**config.mk**
```make
export PLATFORM = sky130hd
export DESIGN_NAME = lcd_frame_arbiter
export DESIGN_NICKNAME = d
export VERILOG_FILES = /design/src/rtl/lcd_frame_arbiter.sv
export SDC_FILE = /design/constraint.sdc
export NUM_CORES = 1
export LEC_CHECK = 0
export ABC_AREA = 1
export CELL_PAD_IN_SITES_DETAIL_PLACEMENT = 0
export CELL_PAD_IN_SITES_GLOBAL_PLACEMENT = 1
export CORE_AREA = 5 5 295 297
export CTS_CLUSTER_DIAMETER = 30
export DETAILED_ROUTE_END_ITERATION = 16
export DIE_AREA = 0 0 300 302
export PLACE_DENSITY_LB_ADDON = 0.1
export SKIP_CTS_REPAIR_TIMING = 1
export SLEW_MARGIN = 10
export SYNTH_ARGS = -nofsm -noshare
export SYNTH_HDL_FRONTEND = slang
export SYNTH_SLANG_ARGS = --single-unit
export TNS_END_PERCENT = 50
```
**constraint.sdc**
```tcl
create_clock -name clock -period 1.4 [get_ports clock]
set_input_delay 0.28 -clock clock [delete_from_list [all_inputs] [get_ports clock]]
set_output_delay 0.28 -clock clock [all_outputs]
set_load 0.1 [all_outputs]
```
**src/rtl/lcd_frame_arbiter.sv**
```systemverilog
// lcd_frame_arbiter: round-robin arbiter latching one of two 256-bit frames into held LCD line buffers (clock/reset, req0/frame0, req1/frame1 in; line1_buffer/line2_buffer, ack0/ack1, owner, busy out)
module lcd_frame_arbiter #(
  parameter int HOLD_CYCLES = 50000,
  parameter int CNT_W = $clog2(HOLD_CYCLES) + 1
) (
  input  logic         clock,
  input  logic         reset,
  input  logic         req0,
  input  logic [255:0] frame0,
  input  logic         req1,
  input  logic [255:0] frame1,
  output logic [127:0] line1_buffer,
  output logic [127:0] line2_buffer,
  output logic         ack0,
  output logic         ack1,
  output logic         owner,
  output logic         busy
);
  typedef enum logic {IDLE, HOLD} state_t;
  localparam logic [127:0] SPACES = {16{8'h20}};
  state_t state;
  logic [CNT_W-1:0] cnt;
  logic rr_ptr;
  logic w;
  logic [255:0] frame_w;
  assign w = (req0 && req1) ? rr_ptr : req1;
  assign frame_w = w ? frame1 : frame0;
  assign busy = (state == HOLD);
  always_ff @(posedge clock) begin
    if (reset) begin
      line1_buffer <= SPACES;
      line2_buffer <= SPACES;
      ack0 <= 1'b0;
      ack1 <= 1'b0;
      owner <= 1'b0;
      rr_ptr <= 1'b0;
      cnt <= '0;
      state <= IDLE;
    end else begin
      ack0 <= 1'b0;
      ack1 <= 1'b0;
      if (state == IDLE) begin
        if (req0 || req1) begin
          {line1_buffer, line2_buffer} <= frame_w;
          ack0 <= ~w;
          ack1 <= w;
          owner <= w;
          rr_ptr <= ~w;
          cnt <= CNT_W'(HOLD_CYCLES - 1);
          state <= HOLD;
        end
      end else if (cnt == '0) state <= IDLE;
      else cnt <= cnt - 1'b1;
    end
  end
endmodule

```
==> flow_summary.yaml <==
outcome:
  status: "complete, but fails checks"
  violations: "setup timing"
synthesis:
  syn_nets: 2138
  synth_compound_area_share_pct: 8.003
  syn_area_per_cell_sq_um: 7.137
  synth_flop_cell: "dfxtp_1"
  postSynthCellCount: 1621
  synth_top_area_cell: "dfxtp_1"
  synth_edf_count: 0
  synth_warnings: 0
  synth_top_cell_area_share_pct: 48.11
  yosys.area_share.simple_pct: 36.83
  synth_area_sq_um: 11570
  async_flop_share_pct: 0
  synth_top_family_by_area: "simple AND/OR/NAND/NOR gates"
  synth_cell_types: 30
  ys_seq_area_share_pct: 48.11
  synth_mux_area_share_pct: 0
  synthXorXnorAreaFrac_pct: 0
  synth.area.top_cells: "dfxtp_1 48%, nand2_1 21%, nand3_1 13%"
  ys_seq_elements: 278
  synth_adder_area_share_pct: 0.1082
worst_setup_path:
  path_class: "register to primary output"
  ff2ff_path_depth: 8
  reg2reg_slack_ps: -140
  cp_max_fo: 6
  critPathSlowestCell: "dfxtp_4"
  cp.required_ps: 1120
  slowest_delay_ps: 370
  end_kind: "primary output"
  critPathLaunchType: "register"
  path_cells: "buf_12 > buf_16"
  worstPathArrival_ps: 1320
pwr:
  power.density_nw_per_um2: 1582
  power.leakage_nw: 12.51
  finalPower_mw: 47.66
  peakVddDrop_v: 0.0009481
clock_network:
  insertion_delay_ps: 650
  clock-root-buffer: "clkbuf_16"
  cts_buffers: 112
  cts_max_level: 3
  cts_tree: "built"
  cts_sinks: 278
  clockBufferDepth: 3
  clkTransAtPathRegs_ps: 40
placed_design:
  hpwl_mm: 57.10
  postPlaceCellArea_sq_um: 24020
  gp_congestion: 0.7995
  io_buffers: 775
layout:
  final-seq-area_sq_um: 5871
  stdcell_area_sq_um: 30120
  multi_input_area_sq_um: 6062
  nFillCells: 8641
  final_common_cell: "nand2_1"
  drive_above_1_share_pct: 37.77
  fin_nets: 3091
  syn_to_final_growth_pct: 160.4
  final_cell_mix: "620 x nand2_1, 514 x clkdlybuf4s50_1, 299 x buf_12"
grt:
  grt_pass1_vias: 15320
  antenna_found_initial: 10
  grt_use_total_pct: 15.44
  grt_overflow: 0
  grt_max_degree: 60
  grt_pass1_wl_mm: 104.7
sta:
  maxSlewHeadroom_pct: 74.44
  setup_viol: 502
  fin_crit_sh_pct: 114.0
  tightest_slew_ps: 383.4
  fin_crit_ps: 1596
  skew_ps: 15.66
  rsz0062_at_grt: "yes"
  timing.fmax_mhz: 626.6
  slew_violations: 0
  finalSetupTns_ps: -33200
  hold_violations: 0
  finalWorstSetupSlack_ps: -196.0
min_path:
  whs_path_depth: 5
  hp-class: "input pin to register"
die:
  initial_core_util_pct: 13.72
  die_y_um: 302
  die-area_sq_um: 90600
  io_pins: 776
  rows: 107
  coreArea_sq_um: 84340
  die_w_um: 300
drt:
  vias_per_cell: 4.015
  postRouteAntennaNets: 0
  first_iter_violations: 611
  wirelength_mm: 78.60
  vias: 15100
  wl_per_cell_um: 20.91
  drc: 0
  drt_pass1_iterations: 5
job:
  maxCapViolCount: 0
synth_stat cells (2+ instances only):
cell type	count
or2_2	2
dfxtp_1	278
a31oi_1	62
clkbuf_1	39
buf_1	6
buf_2	54
o21ai_0	29
inv_2	5
nand2_2	4
nand3_1	300
buf_4	12
a22oi_1	23
nor3_1	2
nor2_1	31
a21oi_1	41
nand2_1	660
inv_1	56
buf_6	2
nor2_4	4
cell families after synthesis:
group,Yosys count
buf+inv,176
compound gates,157
simple gates,1009
fa+ha+maj,1
flops,278
worst paths after layout:
path | end | start
setup / recovery | busy | busy
hold / removal | owner | reset
setup reg to reg | line1_buffer[49] | busy
hold reg to reg | cnt[16] | cnt[16]
worst max-delay path, delay by kind of cell (launching register included):
family                 cells  cell delay [ps]
DFF                        1              370
buffers and inverters      2              290
flip-flops by register name, indices dropped and copies added (netlist names):
name / count
ack0: 1
ack1: 1
busy: 1
cnt: 17
line1_buffer: 128
line2_buffer: 128
owner: 1
rr_ptr: 1
cell type report:
type	count	area share, %
timing repair buffer	953	42.69
multi-input combinational	1167	20.13
sequential	278	19.49
clock buffer	183	11.66
tap	1090	4.528
inverter	61	0.8931
clock inverter	18	0.4818
antenna	9	0.07477
timing repair inverter	1	0.05400
metal layers:
layer	routed length, um	track usage [%]	up-vias
met5	13	0	-
met4	1934	5.088	2
met3	6350	6.388	120
met2	40850	27.68	550
met1	29450	16.50	7132
li1	-	-	7292
power breakdown:
group | total [mW] | leakage [nW] | internal [mW] | switching (mW)
Sequential | 9.78 | 2.36 | 8.92 | 0.860
Clock | 23.1 | 1.81 | 16.7 | 6.43
Combinational | 14.8 | 8.34 | 6.07 | 8.71
per-stage QoR:
stage	hold WS, ps	instances	setup WS [ps]	util (%)
2_1_floorplan	390.4	1621	-66.86	-
3_3_place_gp	440.7	3484	-519.1	28.48
3_5_place_dp	443.4	3484	-560.7	28.48
4_1_cts	50.54	3685	-491.4	32.82
5_1_grt	91.25	3758	-273.7	35.71
6_report	105.2	3760	-196.0	35.71
(Power assumes the default switching activity.)
